`src/rtl/logic_unit_pkg.sv`:
```
// Shared constants for the logic unit: operation codes and FSM state codes.
package logic_unit_pkg;

  localparam logic [2:0] OP_AND  = 3'b000;
  localparam logic [2:0] OP_OR   = 3'b001;
  localparam logic [2:0] OP_XOR  = 3'b010;
  localparam logic [2:0] OP_NAND = 3'b011;
  localparam logic [2:0] OP_NOR  = 3'b100;
  localparam logic [2:0] OP_XNOR = 3'b101;
  localparam logic [2:0] OP_NOTA = 3'b110;
  localparam logic [2:0] OP_PASS = 3'b111;

  typedef enum logic {
    ST_IDLE  = 1'b0,
    ST_ACCUM = 1'b1
  } lu_state_e;

endpackage

```
`src/rtl/logic_unit_op.sv`:
```
// Combinational bitwise operation r = f(op, x, z), shared by single-beat and
// accumulate modes. NOT and PASS depend on x only.
module logic_op
  import logic_unit_pkg::*;
#(
  parameter int WIDTH = 8
) (
  input  logic [2:0]       op,
  input  logic [WIDTH-1:0] x,
  input  logic [WIDTH-1:0] z,
  output logic [WIDTH-1:0] r
);

  // Select the bitwise function by op code
  always_comb begin
    r = x;
    case (op)
      OP_AND:  r = x & z;
      OP_OR:   r = x | z;
      OP_XOR:  r = x ^ z;
      OP_NAND: r = ~(x & z);
      OP_NOR:  r = ~(x | z);
      OP_XNOR: r = ~(x ^ z);
      OP_NOTA: r = ~x;
      OP_PASS: r = x;
      default: r = x;
    endcase
  end

endmodule

```
`src/rtl/logic_unit.sv`:
```
// Logic unit: single-beat bitwise ops or multi-beat accumulate folding, with a
// registered result held until consumed.
//
// Handshake: a beat transfers on a rising edge where in_valid && in_ready; a
// result transfers where out_valid && out_ready. in_ready = !out_valid ||
// out_ready, so a held result blocks input and a drain can coincide with a
// new accept (out_valid then stays 1 with the new result).
module logic_unit
  import logic_unit_pkg::*;
#(
  parameter int WIDTH = 8,
  parameter int CNTW  = 8
) (
  input  logic             clk,
  input  logic             rst,
  input  logic             in_valid,
  output logic             in_ready,
  input  logic [2:0]       op,
  input  logic             acc,
  input  logic             last,
  input  logic [WIDTH-1:0] a,
  input  logic [WIDTH-1:0] b,
  output logic             out_valid,
  input  logic             out_ready,
  output logic [WIDTH-1:0] y,
  output logic             zero,
  output logic             parity,
  output logic [CNTW-1:0]  beats,
  output lu_state_e        dbg_state
);

  lu_state_e        state_q, state_d;
  logic [WIDTH-1:0] acc_reg_q, acc_reg_d;
  logic [2:0]       op_lat_q, op_lat_d;
  logic [CNTW-1:0]  count_q, count_d;
  logic [WIDTH-1:0] y_q, y_d;
  logic             zero_q, zero_d;
  logic             parity_q, parity_d;
  logic [CNTW-1:0]  beats_q, beats_d;
  logic             out_valid_q, out_valid_d;

  logic             accept;
  logic [2:0]       f_op;
  logic [WIDTH-1:0] f_x, f_z, f_r;
  logic [CNTW-1:0]  count_sat;

  assign in_ready  = !out_valid_q || out_ready;
  assign accept    = in_valid && in_ready;
  assign out_valid = out_valid_q;
  assign y         = y_q;
  assign zero      = zero_q;
  assign parity    = parity_q;
  assign beats     = beats_q;
  assign dbg_state = state_q;

  // In ACCUM the running value is folded with a under the latched op; b is unused
  always_comb begin
    if (state_q == ST_ACCUM) begin
      f_op = op_lat_q;
      f_x  = acc_reg_q;
      f_z  = a;
    end else begin
      f_op = op;
      f_x  = a;
      f_z  = b;
    end
  end

  logic_op #(.WIDTH(WIDTH)) u_op (
    .op (f_op),
    .x  (f_x),
    .z  (f_z),
    .r  (f_r)
  );

  // Beat counter that sticks at its maximum
  assign count_sat = (&count_q) ? count_q : count_q + CNTW'(1);

  // State register and datapath registers
  always_ff @(posedge clk or posedge rst) begin
    if (rst) begin
      state_q     <= ST_IDLE;
      acc_reg_q   <= '0;
      op_lat_q    <= OP_AND;
      count_q     <= '0;
      y_q         <= '0;
      zero_q      <= 1'b1;
      parity_q    <= 1'b0;
      beats_q     <= '0;
      out_valid_q <= 1'b0;
    end else begin
      state_q     <= state_d;
      acc_reg_q   <= acc_reg_d;
      op_lat_q    <= op_lat_d;
      count_q     <= count_d;
      y_q         <= y_d;
      zero_q      <= zero_d;
      parity_q    <= parity_d;
      beats_q     <= beats_d;
      out_valid_q <= out_valid_d;
    end
  end

  // Next-state: enter ACCUM on a non-final acc beat, leave on the last beat
  always_comb begin
    state_d = state_q;
    case (state_q)
      ST_IDLE:  if (accept && acc && !last) state_d = ST_ACCUM;
      ST_ACCUM: if (accept && last)         state_d = ST_IDLE;
      default:  state_d = ST_IDLE;
    endcase
  end

  // Outputs and accumulator updates for the current state and accepted beat
  always_comb begin
    acc_reg_d   = acc_reg_q;
    op_lat_d    = op_lat_q;
    count_d     = count_q;
    y_d         = y_q;
    zero_d      = zero_q;
    parity_d    = parity_q;
    beats_d     = beats_q;
    out_valid_d = out_valid_q && !out_ready;
    if (accept) begin
      if (state_q == ST_IDLE) begin
        if (acc && !last) begin
          acc_reg_d = f_r;
          op_lat_d  = op;
          count_d   = CNTW'(1);
        end else begin
          y_d         = f_r;
          zero_d      = (f_r == '0);
          parity_d    = ^f_r;
          beats_d     = CNTW'(1);
          out_valid_d = 1'b1;
        end
      end else begin
        acc_reg_d = f_r;
        count_d   = count_sat;
        if (last) begin
          y_d         = f_r;
          zero_d      = (f_r == '0);
          parity_d    = ^f_r;
          beats_d     = count_sat;
          out_valid_d = 1'b1;
        end
      end
    end
  end

endmodule

```
`config.mk`:
```
export PLATFORM = sky130hd
export DESIGN_NAME = logic_unit
export DESIGN_NICKNAME = d
export VERILOG_FILES = /design/src/rtl/logic_unit_pkg.sv /design/src/rtl/logic_unit_op.sv /design/src/rtl/logic_unit.sv
export SDC_FILE = /design/constraint.sdc
export NUM_CORES = 1
export LEC_CHECK = 0
export CORE_UTILIZATION = 55
export CTS_CLUSTER_DIAMETER = 40
export CTS_CLUSTER_SIZE = 25
export DETAILED_ROUTE_END_ITERATION = 10
export PLACE_DENSITY = 0.87
export SETUP_SLACK_MARGIN = 0.2
export SLEW_MARGIN = 20
export SYNTH_ARGS = -nofsm -noshare
export SYNTH_HDL_FRONTEND = slang
export SYNTH_HIERARCHICAL = 1
export SYNTH_SLANG_ARGS = --single-unit
```
`constraint.sdc`:
```
create_clock -name clk -period 3.43 [get_ports clk]
set_clock_uncertainty 0.15 [all_clocks]
set_input_delay 0.8575 -clock clk [delete_from_list [all_inputs] [get_ports clk]]
set_output_delay 0.8575 -clock clk [all_outputs]
set_load 0.03 [all_outputs]
```
==> flow_summary.ini <==
[outcome]
status = completed

[critical_path]
r2r_setup_slack_ns = 0.34
crit_type = in2reg
setup.worst_path.start_class = input pin
crit_path_max_fanout = 2
critical_path_required_ns = 3.45
rr_worst_depth = 11
r2r-start = dbg_state
r2r-end = parity
cp-end-kind = register
crit_arrival_ns = 3.22

[grt]
grt_max_degree = 31
use_met3_pct = 6.22
grt_pass1_vias = 2580
grt-ovfl-total = 0
grt_pass1_wl_um = 11400
use_met2_pct = 49.5
track_usage_pct = 26.5
antenna_found_initial = 0
grt_use_met1_pct = 30.3
grt_busiest_layer = met2

[logic_synthesis]
syn_area_um2 = 2970
synth_fp_nets = 377
synth.distinct_cells = 53
ys.flop_type = dfrtp_1
async_flop_share_pct = 100
synth_cells = 331
syn_area_per_cell_um2 = 8.99
ys_ff_latch = 39
ys_warn_count = 6
synth_seq_area_share_pct = 32.9
synth_enable_flop_cells = 0

[drt]
dr.pass1.iters = 5
wirelength_um = 7910
vias = 2801
via_per_inst = 5.70
first_iter_violations = 191
detail-route-antenna-nets = 0
wire_per_inst_um = 16.1
post-route-drc-count = 0

[die]
core_um2 = 5170
dieArea_um2 = 5710
ioPinCount = 46
initial_core_util_pct = 57.5
fp.dieW_um = 75.5
num_rows = 26
die-height_um = 75.5

[sta]
final-setup-viol-count = 0
setup_slack_ns = 0.235
slew_headroom_pct = 37.3
worstMarginPinSlew_ns = 0.939
period_share_pct = 93.2
hold_viol = 0
max_freq_ghz = 0.313
final.min_clock_period_ns = 3.20
fin_tns_setup_ns = 0
rsz0062_at_grt = false
drv_slew = 0

[power]
peakVddDrop_mv = 0.540
leakage_nw = 1.91
power_density_nw_per_um2 = 770

[place]
dp_slack_ns = -0.175
dp.final_hpwl_um = 5370
portBuffers = 45
place.gp.congestion = 0.863

[hold_path]
min_to = zero
hold_class = reg2reg
holdPathStages = 2
hold_start = zero

[clock_network]
clk_latency_ns = 0.29
clk_path_buf_depth = 2
cts_sinks = 39
cts_hold_buf = 0
cts_tree = built
cts_buffers = 5
htreeDepth = 2
clk_pin_slew_worst_paths_ns = 0.08
root_buffer = clkbuf_8

[final_layout]
layout_commonest_cell = buf_4
layout_common_cells = buf_4, nand2_1, clkdlybuf4s50_1
layout-area-overhead-vs-synth_pct = 37.8
insertedDiodeCount = 0
nets = 466
drive_gt1_share_pct = 28.3
fill_cells = 305

[flow_run]
drv_cap = 0
-- sequential cells by signal, summed over array words and instances, names as in the netlist --
register / flops
count_q: 8
zero: 1
y: 8
beats: 8
acc_reg_q: 8
parity: 1
out_valid: 1
dbg_state: 1
op_lat_q: 3
-- metal layers --
| metal | vias up | wire length [um] |
|---|---|---|
| met1 | 1339 | 3040 |
| met5 | - | 0 |
| li1 | 1325 | - |
| met3 | 22 | 422 |
| met2 | 115 | 4220 |
| met4 | 0 | 227 |
-- worst max path at each step --
| stage | start | end | slack, ns | depth (start not counted) |
|---|---|---|---|---|
| 3_5_place_dp | op[0] | parity | -0.18 | 11 |
| 6_report | a[4] | parity | 0.23 | 13 |
| 3_3_place_gp | a[7] | parity | -0.11 | 12 |
| 4_1_cts | a[0] | parity | 0.20 | 12 |
| 2_1_floorplan | dbg_state | parity | 0.26 | 13 |
| 5_1_grt | a[6] | parity | 0.07 | 13 |
-- repair_timing --
action,in CTS,in global routing
setup endpoints to repair,1,1
buffers inserted,2,5
pin swaps,4,14
resized for setup,14,45
-- power breakdown --
| group | switching (mW) | internal, mW | total [mW] |
|---|---|---|---|
| registers | 0.153 | 0.616 | 0.770 |
| logic | 0.997 | 1.10 | 2.09 |
| clock network | 0.152 | 0.143 | 0.295 |
-- critical path: stages --
cell	delay, ns
clkdlybuf4s50_1	0.41
mux2_4	0.28
inv_1	0.07
ha_2	0.18
mux2_2	0.35
o21ai_2	0.13
a21oi_1	0.07
o2bb2ai_1	0.14
inv_1	0.09
ha_4	0.23
xnor2_2	0.13
xnor2_1	0.18
o21ai_1	0.09
-- through the flow --
stage	hold slack (ns)	cells	instance area (um2)	utilization [%]	power (mW)
finish	0.340	491	4100	79.2	3.16
global route	0.360	491	4100	79.2	3.38
CTS	0.325	486	3880	75.0	2.78
global placement	0.313	476	3760	72.7	2.36
floorplan	0.296	331	2980	-	1.82
detailed placement	0.315	476	3760	72.7	2.44
-- layout make-up --
type / count / area [um2] / area share, %
Sequential cell: 39 / 978 / 23.9
Tap cell: 70 / 87.6 / 2.14
Clock buffer: 7 / 76.3 / 1.86
Multi-Input combinational cell: 237 / 1920 / 46.7
Inverter: 36 / 138 / 3.36
Timing Repair Buffer: 101 / 898 / 21.9
Clock inverter: 1 / 5.00 / 0.122
-- cells by family (layout without fill, tap and decap cells) --
family	count (synthesis)	in the layout	share of synthesized area [%]
AND/OR/NAND/NOR	94	94	15.8
buffers and inverters	55	145	9.00
adder cells (fa/ha/maj)	21	21	8.83
XOR/XNOR	14	14	4.12
flip-flops	39	39	32.9
AO/OA/AOI/OAI	75	75	15.7
multiplexers	33	33	13.7
-- cell usage after synthesis (3+ instances only) --
master	count	share of area, %
ha_1	21	8.8
mux4_2	3	2.3
or3_1	3	0.63
xnor2_1	13	3.8
a31oi_1	7	1.5
o21ai_1	15	2.5
a21o_1	3	0.76
dfrtp_1	38	32
buf_6	3	1.1
buf_4	3	0.76
nor3_1	4	0.67
nand2_1	40	5.0
o21ai_0	21	3.5
mux2i_1	5	1.7
mux2_1	22	8.3
buf_2	9	1.5
nand4_1	6	1.3
nand3_1	3	0.50
nor2b_1	4	0.84
inv_1	36	4.5
a21oi_1	13	2.2
nand2b_1	3	0.63
nor2_1	18	2.3
clkbuf_1	3	0.38
Note: power is estimated with default switching activity, not from simulation.
==> RTL edit, RTL diff (same settings) <==
Set the parameter `CNTW` to 9 (it was 8).
--- a/src/rtl/logic_unit.sv
+++ b/src/rtl/logic_unit.sv
@@ -11,3 +11,3 @@
   parameter int WIDTH = 8,
-  parameter int CNTW  = 8
+  parameter int CNTW  = 9
 ) (
Ports: changed (resized beats); port bits go from 46 to 47. No check against the original RTL was run, so the function may have changed too.
==> RTL edit against the unedited design <==
- synthesized area is 3.9% higher
- die area is 3.8% higher
- worst setup slack worse by 36 ps
- sequential cell count is 2 higher
- total power is 10% higher
- design area is 1.8% higher
- fmax is 1.1% lower
- wire length is 15% higher
- critical path type unchanged
- critical endpoint unchanged
==> RTL edit: results (changes against the unedited design) <==
- Run status: complete, no violations (unchanged).
- The actual slew at the worst max-slew pin is 825 ps (was 939 ps).
- The multiplexer share of the synthesized area is 13.8% (was 13.7%).
- The all-layer global routing usage is 26.6% (was 26.5%).
- The reported leakage power is 0.00193 uW (was 0.00191 uW).
- The family with the most delay on the worst path is compound AO/OA/AOI/OAI gates (was multiplexers).
- The buffer count excluding the clock tree in the final layout is 88 (was 101).
- The multi-input combinational cell area is 0.00200 mm2 (was 0.00192 mm2).
- The sum of routed wire length over all layers came to 9.06 mm (was 7.91 mm).
- The number of inserted filler cells in the final layout is 325 (was 305).
- The non-clock inverter instance count of the final layout is 34 (was 36).
- The register fraction of the total cell area was 24.7% (was 23.9%).
- The layout multi-input combinational cell count is 247 (was 237).
- The area share of xor/xnor cells in the synthesized design is 3.40% (was 4.12%).
- The total placed cells including tap cells is 473 (was 476).
- The total of flip-flops plus latches after synthesis was 41 (was 39).
- The main combinational cell family by area after synthesis was compound AO/OA/AOI/OAI gates (was simple AND/OR/NAND/NOR gates).
- The net count after synthesis is 388 (was 377).
- The adder-cell area share of the yosys netlist was 8.51% (was 8.83%).
- The HPWL after detailed placement is 5.12 mm (was 5.37 mm).
- The number of vias per cell is 6.13 (was 5.70).
- The average size of a mapped cell is 9.03 um2 (was 8.99 um2).
- The count of buffers inserted at the top-level ports is 46 (was 45).
- The net total in the final layout is 463 (was 466).
- The number of distinct library cells after synthesis is 48 (was 53).
- The global placement routability congestion was 0.836 (was 0.863).
- The worst stage delay on the critical path is 460 ps (was 410 ps).
- The number of violations reported at the end of detailed-routing iteration 0 was 402 (was 191).
- The proportion of synthesized chip area in sequential cells is 33.3% (was 32.9%).
- The clock-cell share of area came to 2.43% (was 1.98%).
- The largest net degree at the start of global routing is 42 (was 31).
- The power of the clock network is 356 uW (was 295 uW).
- The power consumed by sequential cells is 787 uW (was 770 uW).
-- RTL edit: changes by cell type in the layout (fill, tap and decap cells not counted), moves of 4 or more --
cell and change:
sky130_fd_sc_hd__buf_4 -15, sky130_fd_sc_hd__clkdlybuf4s50_1 -4, sky130_fd_sc_hd__inv_1 -4, sky130_fd_sc_hd__mux2_1 -5, sky130_fd_sc_hd__mux2_2 +9, sky130_fd_sc_hd__nand2_1 +4
sky130_fd_sc_hd__o21ai_0 +14, sky130_fd_sc_hd__o21ai_1 -9
-- RTL edit: per-layer routing --
layer	GRT usage, %	wire (um)
met4	10.0	412
met1	34.8	3550
met3	3.21	634
met2	44.9	4470
met5	0	0
-- RTL edit: what timing repair did --
| action | 4_1_cts | 5_1_grt |
|---|---|---|
| pin swaps | 4 | 17 |
| gates resized for setup | 12 | 50 |
| setup buffers | 0 | 6 |
| gates cloned | 0 | 1 |
| setup endpoints to repair | 1 | 1 |
| hold buffers | 0 | 0 |
-- RTL edit: cells by family (layout without fill, tap and decap cells) --
family / Yosys count / after routing
muxes: 35 / 36
AOI/OAI and AO/OA: 84 / 84
buffers and inverters: 55 / 130
DFF: 41 / 41
adders and majority gates: 21 / 21
and+or+nand+nor: 94 / 94
xor gates and xnor gates: 12 / 12
-- RTL edit: worst reg2reg max path, stage by stage (launching register included) --
cell,delay [ps]
sky130_fd_sc_hd__dfrtp_4,670
sky130_fd_sc_hd__mux2_2,410
sky130_fd_sc_hd__inv_1,90
sky130_fd_sc_hd__ha_2,180
sky130_fd_sc_hd__inv_1,70
sky130_fd_sc_hd__mux2_4,260
sky130_fd_sc_hd__mux4_2,470
sky130_fd_sc_hd__inv_2,100
sky130_fd_sc_hd__ha_4,220
sky130_fd_sc_hd__xnor2_4,180
sky130_fd_sc_hd__xnor2_2,140
sky130_fd_sc_hd__o21ai_1,70
-- RTL edit: stage by stage --
stage	total power [uW]	setup WS (ps)	area, um2	setup TNS [ps]
detailed placement	2450	-208	3790	-208
global placement	2370	-131	3780	-131
floorplan	1870	271	3090	0
CTS	2940	202	3940	0
global route	3640	107	4170	0
finish	3490	199	4170	0
-- RTL edit: worst paths after layout --
path | startpoint | to | slack [ps] | cells past startpoint
max reg2reg | dbg_state$_DFF_PP0_ | parity$_DFFE_PP0P_ | 300 | 11
min in group asynchronous | rst | y[2]$_DFFE_PP0P_ | 830 | 3
min reg2reg | zero$_DFFE_PP1P_ | zero$_DFFE_PP1P_ | 330 | 2
max in group asynchronous | rst | dbg_state$_DFF_PP0_ | 1880 | 3
max | b[5] | parity$_DFFE_PP0P_ | 200 | 13
min | zero$_DFFE_PP1P_ | zero$_DFFE_PP1P_ | 330 | 2
